===== config.mk =====
export PLATFORM = sky130hd
export DESIGN_NAME = trigger_generator_flat
export DESIGN_NICKNAME = d
export VERILOG_FILES = /design/src/rtl/trigger_generator_if.sv /design/src/rtl/trigger_generator.sv /design/src/flat_wrapper.sv
export SDC_FILE = /design/constraint.sdc
export NUM_CORES = 1
export LEC_CHECK = 0
export ABC_AREA = 1
export ABC_CLOCK_PERIOD_IN_PS = 3400
export CAP_MARGIN = 10
export CORE_MARGIN = 3
export CORE_UTILIZATION = 40
export DETAILED_ROUTE_END_ITERATION = 8
export DONT_BUFFER_PORTS = 1
export PLACE_DENSITY = 0.56
export SYNTH_ARGS = -nofsm -noshare
export SYNTH_HDL_FRONTEND = slang
export SYNTH_SLANG_ARGS = --single-unit

===== constraint.sdc =====
create_clock -name clk -period 3.4 [get_ports clk]
set_clock_uncertainty 0.15 [all_clocks]
set_input_delay 0.17 -clock clk [delete_from_list [all_inputs] [get_ports clk]]
set_output_delay 0.17 -clock clk [all_outputs]
set_load 0.05 [all_outputs]

===== src/rtl/trigger_generator_if.sv =====
// Control and configuration bundle between the trigger sequencer and its host.
interface trigger_generator_if #(
  parameter int NBITS = 16,
  parameter int PBITS = 8,
  parameter int CBITS = 8
);
  logic             start;
  logic             stop;
  logic [NBITS-1:0] configPeriod;
  logic [PBITS-1:0] configPulse;
  logic [CBITS-1:0] configBurst;
  logic             applyConfig;
  logic             trig;
  logic             running;
  logic [CBITS-1:0] pulseCount;

  modport master (
    output start, stop, configPeriod, configPulse, configBurst, applyConfig,
    input  trig, running, pulseCount
  );

  modport slave (
    input  start, stop, configPeriod, configPulse, configBurst, applyConfig,
    output trig, running, pulseCount
  );
endinterface


===== src/rtl/trigger_generator.sv =====
// Periodic trigger pulse-train source: bursts of N pulses or a continuous
// stream, with shadowed period / pulse-width / burst-length configuration.
module trigger_generator #(
  parameter int NBITS = 16,
  parameter int PBITS = 8,
  parameter int CBITS = 8
) (
  input  logic             clk,
  input  logic             reset,
  trigger_generator_if.slave bus
);
  // state | meaning
  // IDLE  | no pulse train; pulseCount holds the last value
  // RUN   | phase counts 0..periodMax; trig high while phase <= pulseMax
  typedef enum logic {IDLE, RUN} state_t;

  localparam int W = (NBITS > PBITS) ? NBITS : PBITS;

  state_t           state, state_n;
  logic [NBITS-1:0] phase, phase_n;
  logic [CBITS-1:0] count, count_n;
  logic [NBITS-1:0] period_max;
  logic [PBITS-1:0] pulse_max;
  logic [CBITS-1:0] burst_max;
  logic             trig_q, running_q, trig_n;

  always_comb begin
    state_n = state;
    phase_n = phase;
    count_n = count;
    if (bus.applyConfig) begin
      state_n = IDLE;
      phase_n = '0;
    end else if (bus.stop) begin
      if (state == RUN) begin
        state_n = IDLE;
        phase_n = '0;
      end
    end else if (state == IDLE) begin
      if (bus.start) begin
        state_n = RUN;
        phase_n = '0;
        count_n = CBITS'(1);
      end
    end else if (phase != period_max) begin
      phase_n = phase + NBITS'(1);
    end else if (burst_max == '0 || count != burst_max) begin
      phase_n = '0;
      count_n = count + CBITS'(1);
    end else begin
      // last pulse of the burst done; count keeps its final value
      state_n = IDLE;
      phase_n = '0;
    end
    trig_n = (state_n == RUN) && (W'(phase_n) <= W'(pulse_max));
  end

  always_ff @(posedge clk or posedge reset) begin
    if (reset) begin
      state      <= IDLE;
      phase      <= '0;
      count      <= '0;
      period_max <= '0;
      pulse_max  <= '0;
      burst_max  <= '0;
      trig_q     <= 1'b0;
      running_q  <= 1'b0;
    end else begin
      if (bus.applyConfig) begin
        period_max <= bus.configPeriod;
        pulse_max  <= bus.configPulse;
        burst_max  <= bus.configBurst;
      end
      state     <= state_n;
      phase     <= phase_n;
      count     <= count_n;
      trig_q    <= trig_n;
      running_q <= (state_n == RUN);
    end
  end

  assign bus.trig       = trig_q;
  assign bus.running    = running_q;
  assign bus.pulseCount = count;
endmodule


===== src/flat_wrapper.sv =====
// flat-port wrapper written by rule: the top's interface ports become plain ports
module trigger_generator_flat 
#(
  parameter int NBITS = 16,
  parameter int PBITS = 8,
  parameter int CBITS = 8
)
  (clk, reset, bus_start, bus_stop, bus_configPeriod, bus_configPulse, bus_configBurst, bus_applyConfig, bus_trig, bus_running, bus_pulseCount);
  trigger_generator_if #(.NBITS(NBITS), .PBITS(PBITS), .CBITS(CBITS)) bus_i ();
  input  logic clk;
  input  logic reset;
  input wire logic [$bits(bus_i.start)-1:0] bus_start;
  input wire logic [$bits(bus_i.stop)-1:0] bus_stop;
  input wire logic [$bits(bus_i.configPeriod)-1:0] bus_configPeriod;
  input wire logic [$bits(bus_i.configPulse)-1:0] bus_configPulse;
  input wire logic [$bits(bus_i.configBurst)-1:0] bus_configBurst;
  input wire logic [$bits(bus_i.applyConfig)-1:0] bus_applyConfig;
  output wire logic [$bits(bus_i.trig)-1:0] bus_trig;
  output wire logic [$bits(bus_i.running)-1:0] bus_running;
  output wire logic [$bits(bus_i.pulseCount)-1:0] bus_pulseCount;
  assign bus_i.start = bus_start;
  assign bus_i.stop = bus_stop;
  assign bus_i.configPeriod = bus_configPeriod;
  assign bus_i.configPulse = bus_configPulse;
  assign bus_i.configBurst = bus_configBurst;
  assign bus_i.applyConfig = bus_applyConfig;
  assign bus_trig = bus_i.trig;
  assign bus_running = bus_i.running;
  assign bus_pulseCount = bus_i.pulseCount;
  trigger_generator #(.NBITS(NBITS), .PBITS(PBITS), .CBITS(CBITS)) u_core (.clk(clk), .reset(reset), .bus(bus_i));
endmodule

==> results.md <==
- Die X: 100 um
- Final Hold Viols: 0
- N_diodes: 0
- Adder-Cell Fraction of Synth Area: 0.0353
- Worst-margin pin slew: between 0.7 and 0.8 ns
- Total negative slack: 0 ns
- Ys async rst share: 1.00
- Final Max Slew Viols: 0
- Worst Setup End Kind: flip-flop
- Crit path kind: flip-flop to flip-flop
- Clock transition at path regs: roughly 0.080 ns
- Synthesis Warnings: 0
- Hold Path Origin: bus_applyConfig
- FP Rows: 33
- Worst hold path type: input pin to flip-flop
- First-pass GRT wire length: 15,200 um
- Post-detailed-route via-to-cell ratio: just over 5
- Layout Nets: between 500 and 600
- Dpl hpwl: 6340 um
- Starting Density: 0.420
- Simple-Gate Fraction of Synth Area: 0.291
- Clock Power Share: 0.392
- Critical path required time: between 3 and 4 ns
- #FFs+latches synth: between 50 and 60
- Vias in the first global route: ~3,100
- Worst-path fanout max: 10
- Gr ovfl total: 0
- Clock Sinks: between 50 and 60
- Post-layout util: 0.503
- CTS tree: built
- Avg WL per Cell: 14.0 um
- Antenna violations before repair: 0
- Synth Area in Compound Gates: 0.141
- Sequential power share: 0.450
- Sw Ratio: 0.304
- FILL cells: around 850
- Critical path launch point type: flip-flop
- Area grow syn2layout: 19.7%
- DRT Pass-1 Iters: 4
- Core Area: 8420 um2
- Commonest cells after routing, fill and taps aside: 170 x nand2_1, 70 x inv_1, 55 x dfrtp_1, 43 x o21ai_0, 35 x dlygate4sd3_1
- R2r setup slk: ~0.37 ns
- Fmax: approximately 330 MHz
- Post-synth top flop: dfrtp_1
- Crit path DAT: 3.15 ns
- Power Dens Cells: around 440 nW/um2
- 1st-iter DRT viols: 171
- Number of routed nets with antenna violations: 0
- Max H-tree Level: 3
- Reg2reg start: u_core.phase[2]
- Post-Syn Area: around 3500 um2
- Later-pin clock latency in the skew report: roughly 0.35 ns
- Syn nets: between 500 and 600
- Placer congestion estimate: ~0.88
- Residual DRC count: 0
- Die footprint: between 10,000 and 15,000 um2
- Hold Path Cell Cnt: 3
- Xor and xnor area share after synthesis: 0.0198
- # setup viols final: 0
- Post-synth EDFFs: 0
- Bufs on Longest Clock Path: 2
- Max Cap Violations: 0
- Final wirelength: around 9100 um
- Mux contribution to synthesized area: 0
- Combinational share of power: 0.159
- GRT Util Overall: 0.193
- Post-synthesis sequential area ratio: 0.410
- I/O pin count: 47
- CTS buffer count: 9
- Layout cells sized above 1: 0.0792
- Worst Hold End: u_core.period_max[15]
- Worst reg2reg endpoint: u_core.bus.trig
- Dpl cells: approximately 600
- Internal: around 0.0013 W
- Most common cell after layout, fill and taps aside: nand2_1
- Outcome: finished, final reports clean
- Worst ir drop on vdd: 189 uV
- Gate Count Post-Synth: between 500 and 600
- Root buffer cell: clkbuf_8
- Largest family of logic cells by synthesized area: simple AND/OR/NAND/NOR gates
- Port Buffer Count: 0
- Crit path time final: between 3 and 4 ns
- RSZ-0062 raised after global routing: false
- P_leak: around 2.1 nW
- Final period util: 0.890
- Overall via count from detail_route: approximately 3,300
- Cells on worst reg2reg path: 21
- Synthesized area per cell: between 7 and 8 um2
- Max_slew headroom: 0.521
- Net load switching power: 0.000562 W
- Largest net degree at the start of global routing: 75
- Die H: about 100 um
- Unique masters post-synth: 37
- Fin cells: roughly 650
==> power groups by stage <==
stage / Clock [W] / Sequential [W] / Combinational [W]
after floorplan: 0 / 0.000832 / 0.000204
after global placement: 0 / 0.000845 / 0.000239
after detailed placement: 0 / 0.000845 / 0.000243
after CTS: 0.000744 / 0.000831 / 0.000295
after global routing: 0.000769 / 0.000839 / 0.000340
final: 0.000724 / 0.000831 / 0.000294
==> cells by family (layout without fill, tap and decap cells) <==
group / after synthesis / after routing
simple gates: 242 / 242
buf+inv: 94 / 135
compound gates: 90 / 90
flops: 58 / 58
fa+ha+maj: 10 / 10
xor+xnor: 8 / 8
==> what timing repair did <==
action	CTS	global route
setup buffers	0	0
hold endpoints to repair	65	0
hold buffers	36	0
endpoints found under the setup margin	0	1
resized for setup	0	5
==> sequential cells by signal (all words and copies together), names as in the netlist <==
signal	count
u_core.phase	16
u_core.burst_max	8
u_core.bus.trig	1
u_core.period_max	16
u_core.state	1
u_core.bus.pulseCount	8
u_core.pulse_max	8
==> critical path: stages, from the launching register on <==
cell,delay [ns]
dfrtp_1,0.45
inv_1,0.06
nand2_1,0.06
nand2_1,0.04
nor2_1,0.15
nand2_1,0.10
nor2_2,0.14
nand2_4,0.13
nand2_4,0.13
inv_4,0.07
o21ai_0,0.07
a21oi_1,0.08
o21a_1,0.14
ha_1,0.32
nand2_1,0.07
nor2_2,0.15
nand3_1,0.09
o21ai_0,0.18
nand2_1,0.07
a21oi_1,0.11
nand3_1,0.08
nor2_1,0.10
==> layout make-up <==
class | instances | area [um2] | share of cell area
clock buffer | 11 | 141 | 0.0334
tap | 105 | 131 | 0.0310
clock inverter | 5 | 77.6 | 0.0183
inverter | 80 | 303 | 0.0714
sequential | 58 | 1460 | 0.343
timing repair buffer | 39 | 400 | 0.0945
multi-input combinational | 350 | 1730 | 0.408
==> synth_stat cells (6+ instances only) <==
| library cell | count | share of area |
|---|---|---|
| nor2_1 | 23 | 0.024 |
| o21ai_0 | 43 | 0.061 |
| nand3_1 | 25 | 0.035 |
| dfrtp_1 | 58 | 0.41 |
| a31oi_1 | 6 | 0.011 |
| clkbuf_1 | 8 | 0.0085 |
| inv_1 | 71 | 0.075 |
| ha_1 | 10 | 0.035 |
| a21oi_1 | 24 | 0.034 |
| inv_2 | 7 | 0.0074 |
| nand4_1 | 10 | 0.018 |
| nand2_1 | 170 | 0.18 |
==> worst max-delay path by stage <==
| stage | endpoint | start | slack (ns) | depth (start not counted) |
|---|---|---|---|---|
| 6_report | u_core.bus.trig | u_core.phase[2] | 0.37 | 21 |
| 2_1_floorplan | u_core.bus.trig | u_core.phase[12] | 0.80 | 21 |
| 3_5_place_dp | u_core.bus.trig | u_core.phase[3] | 0.22 | 21 |
| 4_1_cts | u_core.bus.trig | u_core.phase[3] | 0.18 | 21 |
| 3_3_place_gp | u_core.bus.trig | u_core.phase[3] | 0.21 | 21 |
| 5_1_grt | u_core.bus.trig | u_core.phase[13] | 0.02 | 21 |
==> metal layers <==
metal  vias to the layer above  global-route usage  part of all wire
met2                        60               0.312              0.48
met3                         8              0.0306             0.036
met1                      1522               0.258              0.47
li1                       1675                   -                 -
met5                         -                   0                 0
met4                         0              0.0767             0.013
==> through the flow <==
step                instance area (um2)  hold slack [ns]  power [W]  setup slack, ns
floorplan                          3540            0.137    0.00104            0.801
global placement                   3630          -0.0928    0.00108            0.210
detailed placement                 3630          -0.0890    0.00109            0.216
CTS                                4230           0.0456    0.00187            0.177
global route                       4240           0.0732    0.00195           0.0223
finish                             4240           0.0524    0.00185            0.374
No activity file was read; power rests on OpenSTA's default activity.
